### src/rtl/sprite_rom_arbiter_pkg.sv
// ---------------------------------------------------------------------------
// sprite_rom_arbiter_pkg
// Shared sprite constants: requester count, sprite ROM geometry, requester
// index names and the one-hot return tag type used by the ROM arbiter.
// ---------------------------------------------------------------------------
package sprite_rom_arbiter_pkg;

    localparam int SPR_NREQ   = 5;   // Pac + four ghosts
    localparam int SPR_ADDR_W = 10;  // 32x32 sprite
    localparam int SPR_DATA_W = 12;  // RGB444

    // Requester indices
    localparam int PAC    = 0;
    localparam int GHOST1 = 1;
    localparam int GHOST2 = 2;
    localparam int GHOST3 = 3;
    localparam int GHOST4 = 4;

    // One-hot tag identifying which requester a ROM return belongs to
    typedef logic [SPR_NREQ-1:0] tag_t;

endpackage

### src/rtl/sprite_rom_arbiter_rr_arbiter.sv
// ---------------------------------------------------------------------------
// rr_arbiter
// Purely combinational grant selection.
//   req       : per-requester request bits
//   ptr       : round-robin start index (first index examined)
//   fixed_pri : 1 = lowest requesting index wins, 0 = round-robin from ptr
//   gnt       : one-hot-or-zero grant
//   gnt_idx   : binary index of the granted requester (0 when no grant)
// ---------------------------------------------------------------------------
module rr_arbiter #(
    parameter int N     = 5,
    parameter int IDX_W = (N > 1) ? $clog2(N) : 1
) (
    input  logic [N-1:0]     req,
    input  logic [IDX_W-1:0] ptr,
    input  logic             fixed_pri,
    output logic [N-1:0]     gnt,
    output logic [IDX_W-1:0] gnt_idx
);

    always_comb begin
        int  idx;
        logic found;
        gnt     = '0;
        gnt_idx = '0;
        found   = 1'b0;
        idx     = 0;
        // Scan N candidates starting at ptr (or at 0 in fixed mode); the
        // first requesting one wins.
        for (int k = 0; k < N; k++) begin
            idx = fixed_pri ? k : ((int'(ptr) + k) % N);
            if (!found && req[idx]) begin
                found    = 1'b1;
                gnt[idx] = 1'b1;
                gnt_idx  = idx[IDX_W-1:0];
            end
        end
    end

endmodule

### src/rtl/sprite_rom_arbiter.sv
// ---------------------------------------------------------------------------
// sprite_rom_arbiter
// Shares one synchronous sprite ROM between NREQ requesters.
//   clk, rst   : clock, asynchronous active-high reset
//   fixed_pri  : 1 = fixed priority (lowest index), 0 = round-robin
//   req        : per-requester read request, held until granted
//   addr       : packed per-requester ROM addresses (slice i = requester i)
//   gnt        : combinational one-hot-or-zero grant
//   rom_en     : registered ROM read enable
//   rom_addr   : registered ROM address
//   rom_data   : ROM output, valid one cycle after rom_en
//   rdata      : returned pixel (rom_data while rvalid is nonzero, else 0)
//   rvalid     : one-hot return tag, two cycles after the grant
//   starve     : sticky per-requester starvation flags
// ---------------------------------------------------------------------------
module sprite_rom_arbiter
    import sprite_rom_arbiter_pkg::*;
#(
    parameter int NREQ       = SPR_NREQ,
    parameter int ADDR_W     = SPR_ADDR_W,
    parameter int DATA_W     = SPR_DATA_W,
    parameter int STARVE_LIM = 15
) (
    input  logic                   clk,
    input  logic                   rst,
    input  logic                   fixed_pri,
    input  logic [NREQ-1:0]        req,
    input  logic [NREQ*ADDR_W-1:0] addr,
    output logic [NREQ-1:0]        gnt,
    output logic                   rom_en,
    output logic [ADDR_W-1:0]      rom_addr,
    input  logic [DATA_W-1:0]      rom_data,
    output logic [DATA_W-1:0]      rdata,
    output logic [NREQ-1:0]        rvalid,
    output logic [NREQ-1:0]        starve
);

    localparam int IDX_W = (NREQ > 1) ? $clog2(NREQ) : 1;
    localparam int CNT_W = $clog2(STARVE_LIM + 1);
    localparam logic [CNT_W-1:0] LIM = CNT_W'(STARVE_LIM);

    logic [IDX_W-1:0]  ptr_reg;
    logic [IDX_W-1:0]  ptr_next;
    logic [NREQ-1:0]   arb_gnt;
    logic [IDX_W-1:0]  gnt_idx;
    logic              any_gnt;

    logic              rom_en_reg;
    logic [ADDR_W-1:0] rom_addr_reg;
    tag_t              tag1_reg;     // tag of the read currently at the ROM
    tag_t              rvalid_reg;   // tag of the data on rom_data now

    rr_arbiter #(
        .N     (NREQ),
        .IDX_W (IDX_W)
    ) u_arb (
        .req       (req),
        .ptr       (ptr_reg),
        .fixed_pri (fixed_pri),
        .gnt       (arb_gnt),
        .gnt_idx   (gnt_idx)
    );

    // Grants are suppressed while reset is held so nothing downstream
    // (wait counters, ptr, pipeline) sees a grant during reset.
    assign gnt     = rst ? '0 : arb_gnt;
    assign any_gnt = |gnt;

    assign ptr_next = (int'(gnt_idx) == NREQ - 1) ? '0 : gnt_idx + 1'b1;

    // Two-stage read pipeline: grant -> ROM address register -> ROM data.
    always_ff @(posedge clk or posedge rst) begin
        if (rst) begin
            ptr_reg      <= '0;
            rom_en_reg   <= 1'b0;
            rom_addr_reg <= '0;
            tag1_reg     <= '0;
            rvalid_reg   <= '0;
        end else begin
            if (any_gnt) begin
                ptr_reg      <= ptr_next;
                rom_en_reg   <= 1'b1;
                rom_addr_reg <= addr[gnt_idx*ADDR_W +: ADDR_W];
                tag1_reg     <= tag_t'(gnt);
            end else begin
                rom_en_reg   <= 1'b0;
                tag1_reg     <= '0;
            end
            rvalid_reg <= tag1_reg;
        end
    end

    assign rom_en   = rom_en_reg;
    assign rom_addr = rom_addr_reg;
    assign rvalid   = rvalid_reg;
    // The ROM already registers its output, so the data for the tag in
    // rvalid_reg is on rom_data this cycle; gate it so idle cycles read 0.
    assign rdata    = (|rvalid_reg) ? rom_data : '0;

    // Per-requester wait counters and sticky starvation flags.
    generate
        for (genvar gi = 0; gi < NREQ; gi++) begin : g_wait
            logic [CNT_W-1:0] wait_reg;
            logic [CNT_W-1:0] wait_next;
            logic             starve_reg;

            always_comb begin
                wait_next = wait_reg;
                // A grant or a withdrawn request both restart the count.
                if (gnt[gi] || !req[gi]) begin
                    wait_next = '0;
                end else if (wait_reg != LIM) begin
                    wait_next = wait_reg + 1'b1;
                end
            end

            always_ff @(posedge clk or posedge rst) begin
                if (rst) begin
                    wait_reg   <= '0;
                    starve_reg <= 1'b0;
                end else begin
                    wait_reg <= wait_next;
                    if (wait_next == LIM) begin
                        starve_reg <= 1'b1;
                    end
                end
            end

            assign starve[gi] = starve_reg;
        end
    endgenerate

endmodule

### config.mk
export PLATFORM = sky130hd
export DESIGN_NAME = sprite_rom_arbiter
export DESIGN_NICKNAME = d
export VERILOG_FILES = /design/src/rtl/sprite_rom_arbiter_pkg.sv /design/src/rtl/sprite_rom_arbiter_rr_arbiter.sv /design/src/rtl/sprite_rom_arbiter.sv
export SDC_FILE = /design/constraint.sdc
export NUM_CORES = 1
export LEC_CHECK = 0
export ABC_AREA = 1
export CAP_MARGIN = 25
export CORE_MARGIN = 2
export CORE_UTILIZATION = 53
export CTS_CLUSTER_DIAMETER = 80
export DETAILED_ROUTE_END_ITERATION = 6
export GPL_ROUTABILITY_DRIVEN = 0
export MAX_ROUTING_LAYER = met4
export PLACE_DENSITY = 0.79
export SLEW_MARGIN = 15
export SYNTH_ARGS = -nofsm -noshare
export SYNTH_HDL_FRONTEND = slang
export SYNTH_SLANG_ARGS = --single-unit
### constraint.sdc
create_clock -name clk -period 6.2 [get_ports clk]
set_input_delay 1.24 -clock clk [delete_from_list [all_inputs] [get_ports clk]]
set_output_delay 1.24 -clock clk [all_outputs]
set_load 0.03 [all_outputs]
Word-level counts from Yosys, hierarchy flattened

Cells that the tools add are included.

Logic and storage cells: 141
Input bits: 70
Flip-flop bits (word level): 49

Add/sub/neg operators: 10
Order comparisons: 10
Div/mod/pow operators: 5
Bitwise logic cells: 4
Shifts and indexed selects: 1
Equality and inequality tests: 11
Muxes and demuxes: 59
Reductions and logical operators: 25
Multiply operators: 1

Operator list:

| cell                  | count |
|---|---|
| $ge 32x1->1 const B   | 5 |
| $lt 32x5->1 const B   | 5 |
| $mux 32               | 5 |
| $mod 32x4->32 const B | 4 |
| $shiftx 50x8->10      | 1 |
| $mux 4                | 10 |
| $mux 5                | 7 |
| $mod 4x4->32 const B  | 1 |
| $add 4x1->4 const B   | 5 |
| $eq 4x4->1 const B    | 5 |
| $mux 1                | 20 |
| $ne 4x4->1 const B    | 5 |
| $or 5x5->5            | 4 |
| $mux 3                | 6 |
| $bmux 1 s3            | 5 |
| $demux 1 s3           | 5 |
| $mux 12               | 1 |
| $reduce_or 5->1       | 2 |
| $logic_and 1x1->1     | 9 |
| $logic_not 1->1       | 9 |
| $add 3x2->4 const B   | 2 |
| $mul 3x3->6 const B   | 1 |
| $logic_or 1x1->1      | 5 |
| $add 3x1->4 const B   | 1 |
| other kinds (3)       | 3 |

Longest topological paths before layout

Gate-level depths: netlist of the first run.

Word-level depth: 22
Gate-level depth with buffers: 39
Depth with buffers taken out: 37

By module

From an unflattened synthesis of the first run, not the netlist that was laid out.

Cell total of the unflattened synthesis: 826
Area, all modules: 5024.8 um2

By module, submodules not included:

| module             | instances | seq. area each (um2) | area each (um2) | cells an instance |
|---|---|---|---|---|
| sprite_rom_arbiter | 1         | 1226.2               | 2952.8          | 442 |
| rr_arbiter         | 1         | 0.0                  | 2072.0          | 384 |

Worst setup path after synthesis of the first run

Ideal clock, no wire load.

Path kind: register -> output
From: reg ptr_reg[0]
To: out gnt[3]
Data arrival time: 3957 ps
Slack: 1003 ps
Stages on the path, launching flop included: 32
Path through: dfrtp_1 buf_4 inv_1 ha_1 inv_1 ha_1 inv_1 ha_1 nor2_1 nand2_1 nand2_1 inv_2 nand2_1 nand2_1 inv_1 ha_1 inv_1 nand2_1 nand2_2 nor2_1 nand2_1 nand2_1 nor2_4 nand3_1 nand2_1 nand3_1 nand2_1 nor2_2 nand2_1 nand3_1 nand2_1 inv_1

Cells in the longest elaborated chain, start to end: 19
Elaborated cells on any way between the ends: 76
Those cells by class: add/sub: 4; div: 5; order compare: 10; mux: 40; bitwise: 4; reduce/logical: 13

Ends and longest elaborated chain:

| what                                                   | line                                | text |
|---|---|---|
| from (decl)                                            | sprite_rom_arbiter.sv:42            | `logic [IDX_W-1:0] ptr_reg;` |
| from (signal assigned)                                 | sprite_rom_arbiter.sv:81            | `ptr_reg <= ptr_next;` |
| branches (longest 17 deep; another with $mod 32x4->32) | -                                   |  |
| $mux 5 (*)                                             | sprite_rom_arbiter_rr_arbiter.sv:32 | `if (!found && req[idx]) begin` |
| $mux 5 (*)                                             | sprite_rom_arbiter.sv:66            | `assign gnt = rst ? '0 : arb_gnt;` |
| to (decl)                                              | sprite_rom_arbiter.sv:29            | `output logic [NREQ-1:0] gnt,` |

Mark *: on every way between the ends. The select of a mux whose other input is x is not followed.

Worst setup path after layout of the first run

From: reg ptr_reg[1]
To: out gnt[3]

The elaborated chain is that of the path after synthesis.

==> results.yml, run 1 <==
yosys:
  synth_cells: 836
  synth_flop_cell: "dfrtp_1"
  avgSynthCellArea_sq_um: 6.27
  synth_nets: 943
  synth_enable_flop_cells: 0
  synth_top_area_share_pct: 23.4
  synth_cell_types: 48
  ys_ff_latch: 49
  synthesis.area_sq_um: 5240
  ys_seq_area_share_pct: 23.4
  yosys_warnings: 0
  ys_async_sr_fraction_pct: 100
  ys_top_cells_by_area: "dfrtp_1 (23%), nand2_1 (15%), inv_1 (11%)"
  synth_top_cell_by_area: "dfrtp_1"
outcome:
  status: "finished clean"
detailed_routing:
  viasPerCell: 5.11
  num_vias: 5454
  wirelength_um: 12900
  drc: 0
  drt_first_iter_violations: 306
  ant_nets: 0
  wire_per_inst_um: 12.1
  drtPass1Iterations: 5
worst_setup_path:
  cp_data_arrival_time_ns: 4.48
  slowest_stage: "dfrtp_2"
  worst_setup_path_endpoint: "gnt[3]"
  cp_slowest_stage_delay_ns: 0.49
  crit_buf_inv: 8
  reg2reg_setup_slack_ns: 0.90
  required_ns: 4.96
  rr_worst_depth: 35
  path_delay_family: "simple AND/OR/NAND/NOR gates"
  critical_path.most_common_cell: "nand2_1"
  cp-end-kind: "primary output"
  path_depth: 31
  r2r-end: "ptr_reg[2]"
  critPathMaxFanout: 8
  crit_path_start: "ptr_reg[1]"
  cp-start-kind: "register"
  crit_type: "register to primary output"
  r2r_start: "ptr_reg[1]"
global_route:
  grt_max_degree: 31
  globalRouteTotalUtil_pct: 25.3
  grt_pass1_wl_um: 21400
  grt_overflow: 0
  antenna_found_initial: 0
  grt_pass1_vias: 4995
placed_design:
  place_hpwl_um: 10500
  placed_area_sq_um: 6370
  io_buffers: 107
  post-place-cells: 1058
die:
  die_h_um: 103
  start_util_pct: 54.1
  row_count: 36
  core_region_area_sq_um: 9680
  die_area_sq_um: 10700
  dieWidth_um: 103
  ios: 108
timing:
  setup-tns-final_ns: 0
  max_slew_margin_pct: 42.0
  tightest_slew_ns: 0.864
  skew_ns: 0.00683
  max_freq_mhz: 175
  finalHoldViolCount: 0
  drv_slew: 0
  rsz0062_at_grt: "false"
  fin_crit_sh_pct: 92.2
  finalSetupViolations: 0
  layout_min_cycle_time_ns: 5.72
final_layout:
  fillers: 845
  final_nets: 1041
  n_antenna_cell: 0
  finalNonFillerCells: 1068
  syn_to_final_growth_pct: 23.4
  multi_input_area_sq_um: 3190
  design_area_sq_um: 6470
  drive_above_1_share_pct: 11.0
  regArea_sq_um: 1230
  largest_reg_flops: 20
clocking:
  clk_path_buf_depth: 2
  htree_levels: 2
  cts.sinks: 49
  cts_root_buffer: "clkbuf_8"
  clk_latency_ns: 0.31
  clkTransAtPathRegs_ns: 0.09
  numCtsBuffers: 5
  cts_hold_buffers: 0
  cts_tree: "built"
run:
  maxCapViolCount: 0
hold_path:
  hold_class: "register to register"
## cells by family (layout without fill, tap and decap cells)
group	Yosys count	after routing	synth area share (%)
flops	49	49	23.4
fa+ha+maj	37	37	8.98
mux	4	4	0.812
buf+inv	198	297	15.7
xor+xnor	8	8	1.48
compound gates	69	69	8.43
simple gates	471	471	41.2
## cell usage after synthesis, drive strengths merged (2+ instances only)
cell type,number
mux2,2
clkbuf,3
nand4,19
nor2,92
a21oi,30
nand3,109
nor4,2
o211ai,3
dfrtp,49
xnor2,4
nand3b,3
o21ai,24
xor2,4
nor3,15
mux2i,2
nand2,229
clkinv,3
inv,167
buf,25
ha,36
o21bai,6
## timing repair
item / CTS / global route
cloned: 0 / 0
gates resized for setup: 4 / 10
setup buffers: 2 / 0
endpoints found under the setup margin: 5 / 5
## worst min-delay path by stage
stage                     start        end  slack, ns  depth (start not counted)
floorplan           tag1_reg[0]  rvalid[0]       0.33                          0
global placement    tag1_reg[3]  rvalid[3]       0.33                          0
detailed placement  tag1_reg[0]  rvalid[0]       0.34                          0
CTS                 tag1_reg[0]  rvalid[0]       0.36                          0
global route        tag1_reg[0]  rvalid[0]       0.37                          0
finish              tag1_reg[0]  rvalid[0]       0.35                          0
## routing by layer
layer	share of wire, %	GRT usage [%]
met1	45	32.8
met2	47	41.0
met3	5.5	3.56
met4	1.9	8.00
met5	0	-
## through the flow
step | util (%) | setup WS [ns] | hold slack (ns)
final | 66.8 | 0.481 | 0.353
after global routing | 66.8 | 0.0250 | 0.365
after CTS | 67.0 | 0.0127 | 0.357
after detailed placement | 65.8 | 0.0774 | 0.336
after global placement | 65.8 | 0.355 | 0.334
after floorplan | - | 1.00 | 0.331
## cell type report
cell class	count	share of cell area (%)
clock buffers	5	1.06
clock inverters	3	0.329
inverters	170	9.98
multi-input cells	589	49.4
flip-flops and latches	49	19.0
well taps	133	2.57
repair buffers	119	17.7
## cells in the final DEF, fill, tap and decap left out, types with 2 or more instances in the layout
cell | netlist | routed
nand2_1 | 205 | 205
inv_1 | 151 | 148
nand3_1 | 102 | 102
clkdlybuf4s50_1 | 0 | 102
nor2_1 | 84 | 84
dfrtp_1 | 49 | 48
ha_1 | 36 | 35
nand4_1 | 19 | 19
nand2_2 | 18 | 18
a21oi_1 | 18 | 18
inv_2 | 15 | 17
o21ai_0 | 15 | 15
nor3_1 | 14 | 14
buf_4 | 10 | 12
a21oi_2 | 11 | 11
o21ai_1 | 8 | 8
nand3_2 | 6 | 6
nand2_4 | 6 | 6
nor2_2 | 6 | 6
o21bai_1 | 5 | 5
clkbuf_8 | 0 | 5
xnor2_1 | 4 | 4
clkbuf_2 | 0 | 4
nand3b_1 | 3 | 3
xor2_1 | 3 | 3
o211ai_1 | 3 | 3
clkinvlp_4 | 0 | 2
nor4_1 | 2 | 2
clkinv_1 | 2 | 2
nor2_4 | 2 | 2
mux2i_1 | 2 | 2
mux2_2 | 2 | 2
clkinv_2 | 1 | 2
Power of run 1 is not shown: default switching activity piles up to over one toggle a cycle in this logic, so the estimate is an artifact.
==> run 2, diff against run 1 <==
--- a/config.mk
+++ b/config.mk
@@ -9,9 +9,8 @@
 export CAP_MARGIN = 25
 export CORE_MARGIN = 2
 export CORE_UTILIZATION = 53
-export CTS_CLUSTER_DIAMETER = 80
+export CTS_CLUSTER_DIAMETER = 30
 export DETAILED_ROUTE_END_ITERATION = 6
-export GPL_ROUTABILITY_DRIVEN = 0
 export MAX_ROUTING_LAYER = met4
 export PLACE_DENSITY = 0.79
 export SLEW_MARGIN = 15
==> results.yml, run 2 (same netlist as run 1, synthesis figures left out) <==
outcome:
  status: "finished clean"
placed_design:
  place_congestion: 0.924
  place_hpwl_um: 11200
  io_buffers: 107
timing:
  max_freq_mhz: 172
  tightest_slew_ns: 0.860
  fin_crit_sh_pct: 94.0
  finalSetupViolations: 0
  layout_min_cycle_time_ns: 5.83
  finalHoldViolCount: 0
  rsz0062_at_grt: "false"
  setup-tns-final_ns: 0
  drv_slew: 0
  max_slew_margin_pct: 42.3
  skew_ns: 0.00733
clocking:
  cts_root_buffer: "clkbuf_8"
  numCtsBuffers: 5
  clk_path_buf_depth: 2
  htree_levels: 2
  clk_latency_ns: 0.31
  cts.sinks: 49
  cts_tree: "built"
  clkTransAtPathRegs_ns: 0.10
worst_setup_path:
  crit_buf_inv: 5
  cp_data_arrival_time_ns: 4.59
  critPathMaxFanout: 8
  r2r_start: "ptr_reg[1]"
  r2r-end: "ptr_reg[2]"
  cp_slowest_stage_delay_ns: 0.47
  crit_path_start: "ptr_reg[1]"
  cp-end-kind: "primary output"
  cp-start-kind: "register"
  path_delay_family: "simple AND/OR/NAND/NOR gates"
  required_ns: 4.96
  cp_cell_sequence: "clkinvlp_4, ha_1, nor2_1, nand2_1, nand2_2, xor2_1, ha_1, fa_1, nand3_2, nand2_1, nand3_1, nand2_1, nor2_1, inv_1, o21ai_0, nor2_2, nor2_2, buf_4, nand3_1, nand3_1, nand2_2, inv_1, dlymetal6s2s_1"
  rr_worst_depth: 28
  reg2reg_setup_slack_ns: 0.89
  slowest_stage: "dfrtp_2"
  crit_type: "register to primary output"
detailed_routing:
  drtPass1Iterations: 5
  viasPerCell: 5.13
  wirelength_um: 13600
  num_vias: 5487
  drt_first_iter_violations: 232
  ant_nets: 0
  wire_per_inst_um: 12.7
  drc: 0
final_layout:
  final_nets: 1043
  layout_common_cells: "nand2_1 (205), inv_1 (149), nand3_1 (102), clkdlybuf4s50_1 (102), nor2_1 (84)"
  final_common_cell: "nand2_1"
  drive_above_1_share_pct: 10.8
  utilization_pct: 67.2
  syn_to_final_growth_pct: 24.2
  fillers: 857
  n_antenna_cell: 0
  largest_reg_flops: 20
hold_path:
  hold_class: "register to register"
  holdPathStages: 0
  min_delay_worst_endpoint: "rvalid[2]"
  hp-start: "tag1_reg[2]"
die:
  die_h_um: 103
  start_util_pct: 54.1
  ios: 108
  core_region_area_sq_um: 9680
  row_count: 36
  dieWidth_um: 103
  die_area_sq_um: 10700
global_route:
  grt_max_degree: 30
  grt_overflow: 0
  grt_pass1_vias: 5074
  grt_pass1_wl_um: 22300
  antenna_found_initial: 0
  globalRouteTotalUtil_pct: 26.6
run:
  maxCapViolCount: 0
run 2: worst max path at each step:
| stage | slack, ns | depth (start not counted) | to |
|---|---|---|---|
| floorplan | 1.00 | 31 | gnt[3] |
| global placement | 0.35 | 31 | gnt[4] |
| detailed placement | 0.19 | 31 | gnt[4] |
| CTS | 0.06 | 23 | gnt[0] |
| global route | 0.03 | 23 | gnt[1] |
| finish | 0.37 | 23 | gnt[0] |
run 2: final cells by class:
class                   instances  area [sq um]  area share, %
multi-input cells             589          3190           49.1
flip-flops and latches         49          1230           18.9
repair buffers                121          1180           18.1
inverters                     170           646           9.92
well taps                     133           166           2.56
clock buffers                   5          68.8           1.06
clock inverters                 3          26.3          0.404
run 2: through the flow:
step	area, sq um	hold WS (ns)	cells	setup slack, ns
after global routing	6510	0.373	1070	0.0309
final	6510	0.357	1070	0.373
after CTS	6500	0.359	1070	0.0598
after detailed placement	6380	0.336	1059	0.190
after floorplan	5240	0.331	836	1.00
after global placement	6380	0.333	1059	0.353
run 2: metal layers:
metal	up-vias	GRT usage [%]	wire [um]
li1	2803	-	-
met1	2480	33.0	5930
met2	182	45.8	6680
met3	22	3.09	758
met4	0	7.49	257
met5	-	-	0
run 2: repair_timing:
action	in CTS	in global routing
buffers inserted	3	0
hold buffers	0	0
setup endpoints to repair	5	5
gates resized for setup	2	7
hold endpoints to repair	0	0
Power of run 2 is left out for the same reason.
==> run 3, diff against run 2 <==
==> constraint.sdc (replaced) <==
create_clock -name clk -period 5.4 [get_ports clk]
set_input_delay 0.54 -clock clk [delete_from_list [all_inputs] [get_ports clk]]
set_output_delay 0.54 -clock clk [all_outputs]
set_load 0.03 [all_outputs]
==> results.yml, run 3 (same netlist as run 1, synthesis figures left out) <==
outcome:
  status: "finished clean"
global_route:
  grt_pass1_vias: 5050
  grt_max_degree: 31
  grt_overflow: 0
  antenna_found_initial: 0
  grt_pass1_wl_um: 21600
  globalRouteTotalUtil_pct: 25.6
die:
  ios: 108
  row_count: 36
  dieWidth_um: 103
  die_h_um: 103
  start_util_pct: 54.1
  core_region_area_sq_um: 9680
  die_area_sq_um: 10700
detailed_routing:
  drtPass1Iterations: 5
  viasPerCell: 5.18
  wire_per_inst_um: 12.6
  wirelength_um: 13500
  ant_nets: 0
  drt_first_iter_violations: 269
  drc: 0
  num_vias: 5553
timing:
  drv_slew: 0
  max_slew_margin_pct: 58.7
  finalHoldViolCount: 0
  fin_crit_sh_pct: 92.5
  layout_min_cycle_time_ns: 4.99
  skew_ns: 0.00798
  max_freq_mhz: 200
  hold_ws_ns: 0.355
  finalSetupViolations: 0
  setup_slack_ns: 0.406
  tightest_slew_ns: 0.614
worst_setup_path:
  critPathMaxFanout: 8
  crit_type: "register to primary output"
  required_ns: 4.86
  slowest_stage: "dfrtp_2"
  cp-end-kind: "primary output"
  critical_path.most_common_cell: "nand2_1"
  r2r_start: "ptr_reg[1]"
  cp_slowest_stage_delay_ns: 0.48
  cp_data_arrival_time_ns: 4.45
  cp-start-kind: "register"
  rr_worst_depth: 35
  reg2reg_setup_slack_ns: 0.56
  r2r-end: "ptr_reg[2]"
final_layout:
  utilization_pct: 67.0
  fillers: 867
  n_antenna_cell: 0
  drive_above_1_share_pct: 11.2
  final_nets: 1045
  final_common_cell: "nand2_1"
  largest_reg_flops: 20
  syn_to_final_growth_pct: 23.8
  layout_common_cells: "nand2_1 (205), inv_1 (149), nand3_1 (102), clkdlybuf4s50_1 (102), nor2_1 (84)"
clocking:
  numCtsBuffers: 5
  cts_tree: "built"
  clk_latency_ns: 0.30
  htree_levels: 2
  cts_root_buffer: "clkbuf_8"
  clkTransAtPathRegs_ns: 0.09
  cts.sinks: 49
  cts_setup_buffers: 0
  clk_path_buf_depth: 2
placed_design:
  place_hpwl_um: 11100
  place_ws_ns: 0.194
  io_buffers: 107
  place_congestion: 0.904
hold_path:
  hp-start: "tag1_reg[0]"
  min_delay_worst_endpoint: "rvalid[0]"
  holdPathStages: 0
  hold_class: "register to register"
run:
  maxCapViolCount: 0
run 3: worst max-delay path by stage:
stage	start	end	slack [ns]	depth (start not counted)
floorplan	ptr_reg[0]	gnt[3]	0.90	31
global placement	ptr_reg[1]	gnt[4]	0.42	31
detailed placement	ptr_reg[1]	gnt[4]	0.19	31
CTS	ptr_reg[1]	gnt[4]	0.11	31
global route	ptr_reg[1]	gnt[4]	-0.002	31
finish	ptr_reg[1]	gnt[2]	0.41	31
run 3: what timing repair did:
item                                    in CTS  in global routing
pin swaps                                    0                  0
endpoints found under the setup margin       5                  7
endpoints found under the hold margin        0                  0
hold buffers                                 0                  0
gates resized for setup                      5                 15
run 3: layout make-up:
class	count	area (sq um)	share of cell area, %
clock inverters	2	13.8	0.212
repair buffers	123	1170	18.0
multi-input cells	589	3200	49.3
well taps	133	166	2.57
clock buffers	6	72.6	1.12
inverters	170	642	9.89
flip-flops and latches	49	1230	18.9
run 3: critical path, delay by kind of cell, from the launching register on:
| family | cells | cell delay (ns) |
|---|---|---|
| fa+ha+maj | 4 | 0.91 |
| buf+inv | 9 | 0.95 |
| flops | 1 | 0.48 |
| simple gates | 18 | 1.78 |
run 3: stage by stage:
stage	cell area, sq um	std cells	TNS, ns
after floorplan	5240	836	0
after global placement	6420	1064	0
after detailed placement	6420	1064	0
after CTS	6500	1072	0
after global routing	6490	1072	-0.00172
final	6490	1072	0
run 3: metal layers:
metal	vias to the layer above	wire length [um]	part of all wire (%)	GRT usage [%]
li1	2800	-	-	-
met1	2505	5780	43	31.2
met2	213	6540	48	44.2
met3	35	896	6.6	3.36
met4	0	310	2.3	7.89
met5	-	0	0	-
Power of run 3 is left out for the same reason.
